===== src/rtl/upcounter_timer_ctrl.sv =====
`default_nettype none
// ============================================================================
// Module   : upcounter_timer_ctrl
// Purpose  : Programmable interval timer. A prescaler chain produces a tick
//            every (prescale+1) clocks. Each tick advances a ripple-enable
//            binary up-counter. When a tick arrives while count equals the
//            latched period, the controller pulses done and reloads the
//            count to 0. It then either keeps running (auto-reload) or
//            returns to IDLE (one-shot).
// Ports    : clk        - system clock, rising edge
//            rst        - asynchronous active-low reset
//            start      - pulse: (re)start, latch period/prescale/oneshot
//            stop       - pulse: return to IDLE, clear counts
//            pause      - level: freeze counting while high
//            oneshot    - 1 = stop after first match, 0 = auto-reload
//            period     - terminal count compared against count
//            prescale   - tick every prescale+1 clocks
//            count      - current main count
//            busy       - high in RUN or PAUSE
//            done       - one-cycle registered pulse on period match
//            state      - FSM encoding (IDLE=00, RUN=01, PAUSE=10)
//            cap_strobe / cap_value / cap_valid - count capture, present
//            only when UPCOUNTER_TIMER_CAPTURE_EN is defined
// Options  : UPCOUNTER_TIMER_CAPTURE_EN enables the capture register
// Revision : 1.0 - initial release
// ============================================================================
module upcounter_timer_ctrl #(
    parameter int BITS     = 8,
    parameter int PRE_BITS = 4
) (
    input  logic                clk,
    input  logic                rst,
    input  logic                start,
    input  logic                stop,
    input  logic                pause,
    input  logic                oneshot,
    input  logic [BITS-1:0]     period,
    input  logic [PRE_BITS-1:0] prescale,
`ifdef UPCOUNTER_TIMER_CAPTURE_EN
    input  logic                cap_strobe,
    output logic [BITS-1:0]     cap_value,
    output logic                cap_valid,
`endif
    output logic [BITS-1:0]     count,
    output logic                busy,
    output logic                done,
    output logic [1:0]          state
);

    typedef enum logic [1:0] {
        IDLE  = 2'b00,
        RUN   = 2'b01,
        PAUSE = 2'b10
    } state_t;

    state_t              r_state;
    logic [BITS-1:0]     r_count;
    logic [PRE_BITS-1:0] r_pre;
    logic [BITS-1:0]     r_period_l;
    logic [PRE_BITS-1:0] r_prescale_l;
    logic                r_oneshot_l;
    logic                r_done;

    logic                w_tick;
    logic                w_match;
    logic [BITS-1:0]     w_cnt_tgl;
    logic [BITS-1:0]     w_count_inc;
    logic [PRE_BITS-1:0] w_pre_tgl;
    logic [PRE_BITS-1:0] w_pre_inc;

    assign w_tick  = (r_pre == r_prescale_l);
    assign w_match = w_tick && (r_count == r_period_l);

    // Main count: bit i toggles when the tick enable is present and every
    // lower bit is 1 (ripple enable chain).
    genvar gi;
    generate
        for (gi = 0; gi < BITS; gi++) begin : g_cnt
            if (gi == 0) begin : g_lsb
                assign w_cnt_tgl[gi] = w_tick;
            end else begin : g_upper
                assign w_cnt_tgl[gi] = w_cnt_tgl[gi-1] & r_count[gi-1];
            end
        end
        // Prescaler: same chain with the enable tied high.
        for (gi = 0; gi < PRE_BITS; gi++) begin : g_pre
            if (gi == 0) begin : g_lsb
                assign w_pre_tgl[gi] = 1'b1;
            end else begin : g_upper
                assign w_pre_tgl[gi] = w_pre_tgl[gi-1] & r_pre[gi-1];
            end
        end
    endgenerate

    assign w_count_inc = r_count ^ w_cnt_tgl;
    assign w_pre_inc   = r_pre ^ w_pre_tgl;

    always_ff @(posedge clk or negedge rst) begin
        if (!rst) begin
            r_state      <= IDLE;
            r_count      <= '0;
            r_pre        <= '0;
            r_period_l   <= '0;
            r_prescale_l <= '0;
            r_oneshot_l  <= 1'b0;
            r_done       <= 1'b0;
        end else begin
            r_done <= 1'b0;
            case (r_state)
                IDLE: begin
                    if (stop) begin
                        r_count <= '0;
                        r_pre   <= '0;
                    end else if (start) begin
                        r_period_l   <= period;
                        r_prescale_l <= prescale;
                        r_oneshot_l  <= oneshot;
                        r_count      <= '0;
                        r_pre        <= '0;
                        r_state      <= RUN;
                    end
                end
                RUN, PAUSE: begin
                    if (stop) begin
                        r_count <= '0;
                        r_pre   <= '0;
                        r_state <= IDLE;
                    end else if (start) begin
                        // Restart wins over any match in this cycle.
                        r_period_l   <= period;
                        r_prescale_l <= prescale;
                        r_oneshot_l  <= oneshot;
                        r_count      <= '0;
                        r_pre        <= '0;
                        r_state      <= RUN;
                    end else if (pause) begin
                        r_state <= PAUSE;
                    end else begin
                        // Leaving PAUSE counts in the same cycle, so the
                        // shift equals the number of cycles pause was high.
                        r_state <= RUN;
                        if (w_tick) begin
                            r_pre <= '0;
                            if (w_match) begin
                                r_count <= '0;
                                r_done  <= 1'b1;
                                if (r_oneshot_l) begin
                                    r_state <= IDLE;
                                end
                            end else begin
                                r_count <= w_count_inc;
                            end
                        end else begin
                            r_pre <= w_pre_inc;
                        end
                    end
                end
                default: begin
                    // Illegal encoding 2'b11 recovers to IDLE.
                    r_state <= IDLE;
                    r_count <= '0;
                    r_pre   <= '0;
                end
            endcase
        end
    end

`ifdef UPCOUNTER_TIMER_CAPTURE_EN
    logic [BITS-1:0] r_cap_value;
    logic            r_cap_valid;

    // Captures the pre-reload count, so a strobe on a match returns period.
    always_ff @(posedge clk or negedge rst) begin
        if (!rst) begin
            r_cap_value <= '0;
            r_cap_valid <= 1'b0;
        end else if (start) begin
            r_cap_value <= '0;
            r_cap_valid <= 1'b0;
        end else if (cap_strobe && (r_state == RUN || r_state == PAUSE)) begin
            r_cap_value <= r_count;
            r_cap_valid <= 1'b1;
        end
    end

    assign cap_value = r_cap_value;
    assign cap_valid = r_cap_valid;
`endif

    assign count = r_count;
    assign busy  = (r_state != IDLE);
    assign done  = r_done;
    assign state = r_state;

endmodule
`default_nettype wire


===== config.mk =====
export PLATFORM = sky130hd
export DESIGN_NAME = upcounter_timer_ctrl
export DESIGN_NICKNAME = d
export VERILOG_FILES = /design/src/rtl/upcounter_timer_ctrl.sv
export SDC_FILE = /design/constraint.sdc
export NUM_CORES = 1
export LEC_CHECK = 0
export ABC_AREA = 1
export BUFFER_PORTS_ARGS = -buffer_cell sky130_fd_sc_hd__buf_2
export CORE_MARGIN = 2
export CORE_UTILIZATION = 54
export DETAILED_ROUTE_END_ITERATION = 10
export PLACE_DENSITY = 0.78
export SLEW_MARGIN = 20
export SYNTH_ARGS = -nofsm -noshare
export SYNTH_HDL_FRONTEND = slang
export SYNTH_SLANG_ARGS = --single-unit
export TNS_END_PERCENT = 30

===== constraint.sdc =====
create_clock -name clk -period 3.4 [get_ports clk]
set_clock_uncertainty 0.1 [all_clocks]
set_input_delay 0.85 -clock clk [delete_from_list [all_inputs] [get_ports clk]]
set_output_delay 0.85 -clock clk [all_outputs]
set_load 0.02 [all_outputs]

==> results by group <==
Route
  – Via count: 1,195
  – WL/cell: 10.5 um
  – DRC: 0
  – Final wirelength: 2660 um
  – ANT nets after route: 0
  – Routed vias/inst: 4.74
  – Detailed Routing Iterations Pass 1: 4
  – DRT iter0 DRCs: 28

Synth
  – Mapped Area: 0.00157 sq mm
  – Post-synth cell types: 24
  – Synth Warn #: 0
  – Most common cell in the netlist: nand2_1
  – Post-synth top flop: dfrtp_1
  – Count of flip-flops with a built-in enable after synthesis: 0
  – Top post-synthesis cells by count: nand2_1 (54), inv_1 (34), dfrtp_1 (28)
  – Async S/R FF share, synth: 100%
  – Synth area leaders: dfrtp_1 (45%), nand2_1 (13%), ha_1 (8.7%)
  – Syn_area_per_cell: 8.20 sq um
  – Post-Syn Instances: 192
  – Area share of the largest cell type after synthesis: 44.5%
  – Register area share after synthesis: 44.5%
  – Leading area contributor after synthesis: dfrtp_1
  – Seq cells post-synth: 28
  – Syn_nets: 221

Floorplan
  – Initial Util: 57.1%
  – Die W: 58.0 um
  – Core Region: 0.00276 sq mm
  – Die height: 58.0 um
  – FP Rows: 19
  – Die area: 0.00336 sq mm
  – IO Count: 30

Finish
  – Final nets: 252
  – Layout fillers: 258
  – Layout area overhead: 11.8%
  – Post-route cell area: 0.00176 sq mm
  – Layout cell share with drive strength beyond 1: 22.2%
  – Diodes inserted: 0
  – Utilization after layout: 63.8%
  – Multi-input gate area: 722 sq um
  – Sequential Area: 701 sq um

Power and ir drop
  – Sw Ratio: 36.5%
  – Static Leakage: 0.000988 uW
  – Clock power share: 16.3%
  – Peak supply drop: 395 uV
  – Reg power frac: 49.6%
  – Net switching power: 296 uW
  – Power Density: 461 mW/mm^2
  – Internal power: 516 uW
  – Combinational share of power: 34.1%

Setup path
  – CP required: 3.53 ns
  – Crit Path Category: reg -> reg
  – Endpoint type of the worst setup path: flop
  – R2r startpoint: r_pre[0]
  – Critical Path AT: 2.67 ns
  – CP max FO: 3
  – CP Launch Type: flop
  – Worst setup startpoint: r_pre[0]

Clock network
  – Clock H-tree levels: 1
  – Post-CTS setup buffer count: 0
  – CTS max path bufs: 2
  – Clock Sinks: 28
  – Post-CTS Hold Fix Bufs: 0
  – Worst-path clk slew: 0.14 ns
  – Clk_lat worst skew: 0.32 ns
  – TritonCTS Buffers: 3
  – TritonCTS clock tree: yes
  – Post-CTS Resized: 0
  – CTS root buf: clkbuf_4

Placement
  – Gpl congestion: 0.758
  – DP Area: 0.00174 sq mm
  – Input/output buffers: 29
  – Hpwl dp: 2100 um
  – Post-Place Setup Slack: 0.886 ns

STA
  – Worst-margin pin slew: 0.703 ns
  – Max-slew headroom: 53.0%
  – Hold WS: 0.419 ns
  – RSZ-0062 raised after global routing: false
  – Part of the cycle the worst path needs: 74.6%
  – Minimum clock period: 2.54 ns
  – Setup ws final: 0.863 ns
  – Final Slew Violations: 0
  – Fmax achieved: 394 MHz
  – Setup TNS: 0 ns
  – Hold Violations, Final: 0
  – Setup violators final: 0

GRT
  – Total GRT Usage: 18.4%
  – Vias in the first global route: 1,105
  – GR Overflow Total: 0
  – First-pass GRT wire length: 4790 um
  – Largest net degree at the start of global routing: 29
  – Initial antenna violation count: 0

Job
  – Max cap viols: 0

Outcome
  – Outcome: finished clean

Hold path
  – Hold Crit Class: in -> async
[final cells by class]
class / instances / area share [%]
multi-input cells: 126 / 41.0
flip-flops and latches: 28 / 39.8
repair buffers: 29 / 8.24
inverters: 35 / 7.46
well taps: 31 / 2.20
clock buffers: 3 / 1.28
[cell families (layout without fill, tap and decap cells)]
family | count (synthesis) | after routing | synth area share [%]
adder cells (fa/ha/maj) | 11 | 11 | 8.74
XOR/XNOR | 4 | 4 | 2.23
multiplexers | 5 | 5 | 3.58
AO/OA/AOI/OAI | 23 | 23 | 8.43
flip-flops | 28 | 28 | 44.5
buffers and inverters | 38 | 67 | 9.62
AND/OR/NAND/NOR | 83 | 83 | 22.9
[flip-flops by register name, indices dropped and copies added, names as in the netlist]
| name | cells |
|---|---|
| r_prescale_l | 4 |
| r_period_l | 8 |
| state | 2 |
| r_oneshot_l | 1 |
| done | 1 |
| count | 8 |
| r_pre | 4 |
[per-stage QoR]
| step | instances | total power [uW] |
|---|---|---|
| 5_1_grt | 252 | 883 |
| 3_5_place_dp | 249 | 689 |
| 6_report | 252 | 812 |
| 4_1_cts | 252 | 818 |
| 2_1_floorplan | 192 | 624 |
| 3_3_place_gp | 249 | 682 |
[worst paths after layout]
kind | end | slack, ns | cells after the start
worst max-delay path | count[6] | 0.86 | 17
max in group asynchronous | state[1] | 2.39 | 1
worst min register to register | r_oneshot_l | 0.43 | 1
worst max register to register | count[6] | 0.86 | 17
min in group clk | r_oneshot_l | 0.43 | 1
worst min-delay path | r_period_l[5] | 0.42 | 1
[per-layer routing]
| metal | wire length (um) | vias to the layer above | track usage [%] | part of all wire, % |
|---|---|---|---|---|
| met2 | 1190 | 21 | 29.1 | 45 |
| met5 | 0 | - | 0 | 0 |
| met1 | 1330 | 522 | 26.9 | 50 |
| li1 | - | 648 | - | - |
| met3 | 95 | 4 | 2.23 | 3.6 |
| met4 | 34 | 0 | 4.98 | 1.3 |
[power groups by stage]
stage / Combinational (uW) / Clock (uW) / Sequential (uW)
2_1_floorplan: 211 / 0 / 414
3_3_place_gp: 273 / 0 / 409
3_5_place_dp: 279 / 0 / 410
4_1_cts: 280 / 135 / 403
5_1_grt: 319 / 153 / 411
6_report: 277 / 132 / 402
[placed cells by master (no fill, tap or decap)]
master | Yosys | layout
a21oi_1 | 9 | 9
a21oi_2 | 1 | 1
buf_2 | 1 | 29
clkbuf_4 | 0 | 3
dfrtp_1 | 28 | 28
ha_1 | 11 | 11
inv_1 | 34 | 34
inv_2 | 1 | 1
mux2_2 | 5 | 5
nand2_1 | 54 | 54
nand2_2 | 2 | 2
nand2_4 | 1 | 1
nand3_1 | 2 | 2
nand3_4 | 1 | 1
nor2_1 | 18 | 18
nor2_2 | 2 | 2
nor3_1 | 2 | 2
nor3_4 | 1 | 1
o21ai_0 | 6 | 6
o21ai_1 | 2 | 2
o21ai_2 | 3 | 3
o22ai_1 | 2 | 2
xnor2_1 | 4 | 4
[critical path, cell delays in order (launching register included)]
cell and delay, ns:
dfrtp_1 0.43, inv_1 0.09, nand2_1 0.05, nand2_1 0.06, nor2_1 0.05, nand2_1 0.07, inv_1 0.07, ha_1 0.19
ha_1 0.18, ha_1 0.18, ha_1 0.17, ha_1 0.17, ha_1 0.18, ha_1 0.26, nand2_1 0.07, nand2_1 0.05
nand2_1 0.05, inv_1 0.03
Power figures use the tool's default switching activity.
